===== src/rtl/key_command_scheduler_pkg.sv =====
// Shared definitions for the key command scheduler: FSM states, default
// timing constants and key index assignments.
package key_command_scheduler_pkg;

  typedef enum logic [1:0] {
    ST_IDLE   = 2'd0,
    ST_HOLD   = 2'd1,
    ST_DELAY  = 2'd2,
    ST_REPEAT = 2'd3
  } sched_state_t;

  localparam int unsigned DEF_NKEY         = 4;
  localparam int unsigned DEF_DEBOUNCE_CYC = 500000;    // 10 ms @ 50 MHz
  localparam int unsigned DEF_REPEAT_DELAY = 25000000;  // 500 ms
  localparam int unsigned DEF_REPEAT_RATE  = 5000000;   // 100 ms
  localparam logic [3:0]  DEF_REPEAT_MASK  = 4'b1110;

  localparam int unsigned KEY_HALF = 0;
  localparam int unsigned KEY_DN1  = 1;
  localparam int unsigned KEY_UP1  = 2;
  localparam int unsigned KEY_DN10 = 3;

  function automatic int unsigned max_u(input int unsigned a, input int unsigned b);
    return (a > b) ? a : b;
  endfunction

endpackage


===== src/rtl/key_command_scheduler_debounce.sv =====
// Single-key front end: 2-flop synchroniser, debounce counter and a
// registered rising-edge detect on the debounced (active-high) level.
module key_debounce
  import key_command_scheduler_pkg::*;
#(
  parameter int unsigned DEBOUNCE_CYC = DEF_DEBOUNCE_CYC
) (
  input  logic CLK,
  input  logic RST_N,
  input  logic key_n,
  output logic key_level,
  output logic key_rise
);

  localparam int unsigned CW = (DEBOUNCE_CYC > 1) ? $clog2(DEBOUNCE_CYC) : 1;

  logic          sync1;
  logic          sync2;
  logic          level_d;
  logic          pressed;
  logic [CW-1:0] cnt;

  assign pressed = ~sync2;

  always_ff @(posedge CLK or negedge RST_N) begin
    if (!RST_N) begin
      sync1     <= 1'b1;
      sync2     <= 1'b1;
      cnt       <= '0;
      key_level <= 1'b0;
      level_d   <= 1'b0;
      key_rise  <= 1'b0;
    end else begin
      sync1 <= key_n;
      sync2 <= sync1;
      // Any sample agreeing with the current level restarts the stability window.
      if (pressed == key_level) begin
        cnt <= '0;
      end else if (cnt == CW'(DEBOUNCE_CYC - 1)) begin
        key_level <= pressed;
        cnt       <= '0;
      end else begin
        cnt <= cnt + 1'b1;
      end
      level_d  <= key_level;
      key_rise <= key_level & ~level_d;
    end
  end

endmodule


===== src/rtl/key_command_scheduler.sv =====
// Debounces the board keys, arbitrates ownership of the command channel and
// emits single-cycle one-hot command pulses with long-press auto-repeat.
module key_command_scheduler
  import key_command_scheduler_pkg::*;
#(
  parameter int unsigned      NKEY         = DEF_NKEY,
  parameter int unsigned      DEBOUNCE_CYC = DEF_DEBOUNCE_CYC,
  parameter int unsigned      REPEAT_DELAY = DEF_REPEAT_DELAY,
  parameter int unsigned      REPEAT_RATE  = DEF_REPEAT_RATE,
  parameter logic [NKEY-1:0]  REPEAT_MASK  = NKEY'(DEF_REPEAT_MASK)
) (
  input  logic            CLK,
  input  logic            RST_N,
  input  logic [NKEY-1:0] Key_In,
  output logic [NKEY-1:0] Key_Pulse,
  output logic            Key_Busy
);

  localparam int unsigned TMAX = max_u(REPEAT_DELAY, REPEAT_RATE);
  localparam int unsigned TW   = (TMAX > 1) ? $clog2(TMAX) : 1;
  localparam int unsigned OW   = (NKEY > 1) ? $clog2(NKEY) : 1;

  logic [NKEY-1:0] key_level;
  logic [NKEY-1:0] key_rise;

  for (genvar g = 0; g < NKEY; g++) begin : g_key
    key_debounce #(
      .DEBOUNCE_CYC(DEBOUNCE_CYC)
    ) u_debounce (
      .CLK      (CLK),
      .RST_N    (RST_N),
      .key_n    (Key_In[g]),
      .key_level(key_level[g]),
      .key_rise (key_rise[g])
    );
  end

  sched_state_t    state_q, state_d;
  logic [OW-1:0]   owner_q, owner_d;
  logic [TW-1:0]   timer_q, timer_d;
  logic [NKEY-1:0] pulse_d;
  logic [OW-1:0]   winner;

  always_comb begin
    state_d = state_q;
    owner_d = owner_q;
    timer_d = timer_q;
    pulse_d = '0;
    winner  = '0;
    // Ascending scan: the last hit is the highest-index key.
    for (int unsigned i = 0; i < NKEY; i++) begin
      if (key_rise[i]) winner = OW'(i);
    end
    case (state_q)
      ST_IDLE: begin
        if (|key_rise) begin
          owner_d         = winner;
          pulse_d[winner] = 1'b1;
          timer_d         = '0;
          state_d         = REPEAT_MASK[winner] ? ST_DELAY : ST_HOLD;
        end
      end
      ST_HOLD: begin
        if (!key_level[owner_q]) state_d = ST_IDLE;
      end
      ST_DELAY: begin
        if (!key_level[owner_q]) begin
          state_d = ST_IDLE;
        end else if (timer_q == TW'(REPEAT_DELAY - 1)) begin
          pulse_d[owner_q] = 1'b1;
          timer_d          = '0;
          state_d          = ST_REPEAT;
        end else begin
          timer_d = timer_q + 1'b1;
        end
      end
      ST_REPEAT: begin
        if (!key_level[owner_q]) begin
          state_d = ST_IDLE;
        end else if (timer_q == TW'(REPEAT_RATE - 1)) begin
          pulse_d[owner_q] = 1'b1;
          timer_d          = '0;
        end else begin
          timer_d = timer_q + 1'b1;
        end
      end
      default: state_d = ST_IDLE;
    endcase
  end

  always_ff @(posedge CLK or negedge RST_N) begin
    if (!RST_N) begin
      state_q   <= ST_IDLE;
      owner_q   <= '0;
      timer_q   <= '0;
      Key_Pulse <= '0;
      Key_Busy  <= 1'b0;
    end else begin
      state_q   <= state_d;
      owner_q   <= owner_d;
      timer_q   <= timer_d;
      Key_Pulse <= pulse_d;
      Key_Busy  <= (state_d != ST_IDLE);
    end
  end

endmodule

===== config.mk =====
export PLATFORM = sky130hd
export DESIGN_NAME = key_command_scheduler
export DESIGN_NICKNAME = d
export VERILOG_FILES = /design/src/rtl/key_command_scheduler_pkg.sv /design/src/rtl/key_command_scheduler_debounce.sv /design/src/rtl/key_command_scheduler.sv
export SDC_FILE = /design/constraint.sdc
export NUM_CORES = 1
export LEC_CHECK = 0
export ABC_AREA = 1
export CAP_MARGIN = 20
export CORE_UTILIZATION = 59
export CTS_CLUSTER_DIAMETER = 30
export DETAILED_ROUTE_END_ITERATION = 8
export GPL_TIMING_DRIVEN = 0
export PLACE_DENSITY = 0.85
export SKIP_CTS_REPAIR_TIMING = 1
export SYNTH_ARGS = -nofsm -noshare
export SYNTH_HDL_FRONTEND = slang
export SYNTH_HIERARCHICAL = 1
export SYNTH_SLANG_ARGS = --single-unit
export TNS_END_PERCENT = 30

===== constraint.sdc =====
create_clock -name CLK -period 2.3 [get_ports CLK]
set_clock_uncertainty 0.1 [all_clocks]
set_input_delay 0.46 -clock CLK [delete_from_list [all_inputs] [get_ports CLK]]
set_output_delay 0.46 -clock CLK [all_outputs]
set_load 0.005 [all_outputs]

==> summary.txt <==
Routing
  – Vias per Instance: 5.27
  – Avg WL per Cell: 13.0 um
  – Routed Wire Length: roughly 17,000 um
  – Vias: between 6,000 and 7,000
  – DRC: 0
  – 1st-pass router iterations: 7
  – Detail Route Antenna Nets: 0
  – Drt initial violations: 445

CTS
  – Clk Latency, worst-skew pair: 420 ps
  – CTS buffer count: 17
  – Worst-path clk slew: approximately 50 ps
  – Clk buf depth: 2
  – Clock Tree Root: clkbuf_16
  – Num Clock Sinks: 130
  – H-tree depth reported by CTS: 4
  – CTS tree: done

STA
  – Slew headroom: 63.6%
  – Worst slew pin tran: roughly 550 ps
  – Final setup vio count: 0
  – Crit share post-route: 89.7%
  – Setup TNS: 0 ps
  – RSZ-0062 raised after global routing: no
  – Final Max Slew Viols: 0
  – Final critical-path required period: 2060 ps
  – Final Hold Violating Endpoints: 0
  – Final worst setup slack: 236 ps
  – Fmax achieved: a little under 500 MHz

Worst setup path
  – Cell mode on critical path: nand2_1
  – Worst Path Class, Setup: reg2reg
  – Worst Setup End Kind: flop
  – Crit path DAT: ~2300 ps
  – CP Data Required Time: around 2600 ps
  – Largest stage delay, worst path: around 470 ps
  – Slowest-stage cell, CP: clkbuf_1
  – Startpoint types: flop
  – Ordered cell list for the critical path: inv_1, ha_1, clkbuf_1, nand2_2, nand2_4, nand2_1, nand2_1, nand2_1, inv_1
  – Crit Path Max Fanout: 10

Cells and area
  – Register area: approximately 3300 sq um
  – Area of the multi-input gates: roughly 4000 sq um
  – Area grow syn2layout: 11.9%
  – Nets: 1,106
  – Filler cells: 1,049
  – Finished Layout Cells: 1,275
  – # diodes: 0
  – Layout cells sized above 1: 15.0%

Global route
  – Initial antenna violation count: 0
  – Largest net degree at the start of global routing: 96
  – Global Route Usage Sum: 25.5%
  – First-pass GRT wire length: roughly 29,000 um
  – Global route overflow: 0
  – Vias in the first global route: about 6,400

Place
  – Pre-CTS setup slack: between 300 and 400 ps
  – DP HPWL: roughly 12,000 um
  – Placed cells: 1,242
  – PortBufs: 10
  – RD Place Congestion: around 0.99

Status
  – Status: complete, no violations

Yosys
  – Library cells used by synthesis: 42
  – Post-synthesis cell count: 1,059
  – EDFF count, synth: 0
  – Post-synthesis async set-or-reset flop share: between 90% and 100%
  – Synthesized area per cell: about 7.5 sq um
  – Post-Syn Area: roughly 8000 sq um
  – Yosys warns: 6
  – Sequential area share after synthesis: between 40% and 50%
  – Top_reg_cell synth: dfrtp_1
  – Syn_nets: ~1,100
  – Flops & latches, synth: between 100 and 150

Die
  – I/O Pins: 11
  – Initial Utilization: 61.5%
  – Row Count: approximately 40
  – Die Y: 118 um
  – Total core area: approximately 13,000 sq um
  – Die area: between 10,000 and 15,000 sq um
  – Horiz. Die Dim: ~120 um

Job
  – MaxCap Viol Count: 0

Power and ir drop
  – Reg power frac: 45.5%
  – Static leakage: 4.00 nW
  – Cell Int Power: between 0.004 and 0.005 W
  – Switch Pwr: roughly 0.0011 W
  – PD cells: between 500 and 600 nW/um^2
  – Switching part of the total: a little over a fifth
  – Clock power frac: a little over half
  – VDD IR max: 0.523 mV
  – Logic gate share of total power: under 10%

Worst hold path
  – HP Class: reg2reg
-- metrics by stage --
| step | hold WS [ps] | power, W | area [sq um] | util, % |
|---|---|---|---|---|
| 6_report | 255 | 0.00513 | 8830 | 68.9 |
| 3_5_place_dp | 247 | 0.00251 | 8240 | 64.2 |
| 4_1_cts | -170 | 0.00518 | 8820 | 68.8 |
| 2_1_floorplan | 64.4 | 0.00243 | 7890 | - |
| 5_1_grt | 264 | 0.00530 | 8830 | 68.9 |
| 3_3_place_gp | 247 | 0.00250 | 8210 | 64.0 |
-- cell families after synthesis --
logic type                 after synthesis  share of synthesized area, %
AOI/OAI and AO/OA                       65                          4.74
buffers and inverters                  159                          8.09
adders and majority gates               10                          1.59
and+or+nand+nor                        655                          39.4
xor gates and xnor gates                40                          4.82
DFF                                    130                          41.4
-- synthesized netlist by cell type, types with 6 or more instances --
library cell,number,area (sq um)
inv_1,133,499
o21ai_1,13,65.1
nand3_1,87,435
nor3_1,8,40.0
nor2_2,19,119
nor2_1,201,754
o21ai_0,11,55.1
dfrtp_1,122,3050
xor2_1,28,245
inv_2,12,45.0
xnor2_1,8,70.1
dfstp_2,8,210
a21oi_1,27,135
nand2_2,28,175
nand4_1,21,131
nand3_2,12,120
nor2_4,17,191
nand2_1,240,901
nand2_4,6,67.6
ha_1,10,125
-- cells in the final DEF, fill, tap and decap left out, types with 6 or more instances in the layout --
cell and n:
a21oi_1 27, ha_1 10, nand2_2 28, xnor2_1 8, dfrtp_1 122, xor2_1 28, inv_1 133, nand2_4 6
o21ai_0 11, dfstp_2 8, clkdlybuf4s50_1 9, nor2_4 17, clkbuf_16 17, o21ai_1 13, nand3_2 12, inv_2 12
nand2_1 240, nand4_1 21, nand3_1 87, nor3_1 8, nor2_2 19, nor2_1 201
-- sequential cells by signal, indices dropped and copies added (netlist names) --
register,count
g_key.u_debounce/cnt,76
timer_q,25
Key_Pulse,4
g_key.u_debounce/key_level,4
g_key.u_debounce/key_rise,4
g_key.u_debounce/level_d,4
g_key.u_debounce/sync1,4
g_key.u_debounce/sync2,4
owner_q,2
state_q,2
Key_Busy,1
-- worst max-delay path: cells and delay by family, from the launching register on --
family	cells	cell delay, ps
buffers and inverters	3	640
and+or+nand+nor	5	470
DFF	1	430
adders and majority gates	1	350
-- power by group through the flow --
stage | logic, W | registers (W) | clock network [W]
final | 0.000129 | 0.00233 | 0.00267
after global routing | 0.000152 | 0.00234 | 0.00281
after CTS | 0.000133 | 0.00233 | 0.00271
after detailed placement | 0.000132 | 0.00237 | 0
after global placement | 0.000123 | 0.00237 | 0
after floorplan | 0.0000584 | 0.00237 | 0
-- cell type report --
type                       instances  area share [%]
timing repair buffer              12            1.57
clock inverter                    12            1.49
sequential                       130            36.9
tap                              172            2.44
multi-input combinational        770            45.2
clock buffer                      20            5.17
buffer                            10           0.850
inverter                         149            6.37
-- final timing paths --
path,start,to,slack [ps],depth (start not counted)
min in group asynchronous,RST_N,g_key[2].u_debounce/cnt[6],400,2
hold reg to reg,g_key[2].u_debounce/sync1,g_key[2].u_debounce/sync2,260,0
hold / removal,g_key[2].u_debounce/sync1,g_key[2].u_debounce/sync2,260,0
setup / recovery,state_q[0],timer_q[22],240,9
max in group asynchronous,RST_N,g_key[1].u_debounce/sync1,940,3
setup reg to reg,state_q[0],timer_q[22],240,9
-- per-layer routing --
layer  vias up  track usage, %  part of all wire [%]
met5         -               0                     0
met4         0            9.94                   1.7
met3        34            5.47                   4.7
met2       169            43.1                    49
met1      3148            31.7                    45
li1       3363               -                     -
Power figures use the tool's default switching activity.
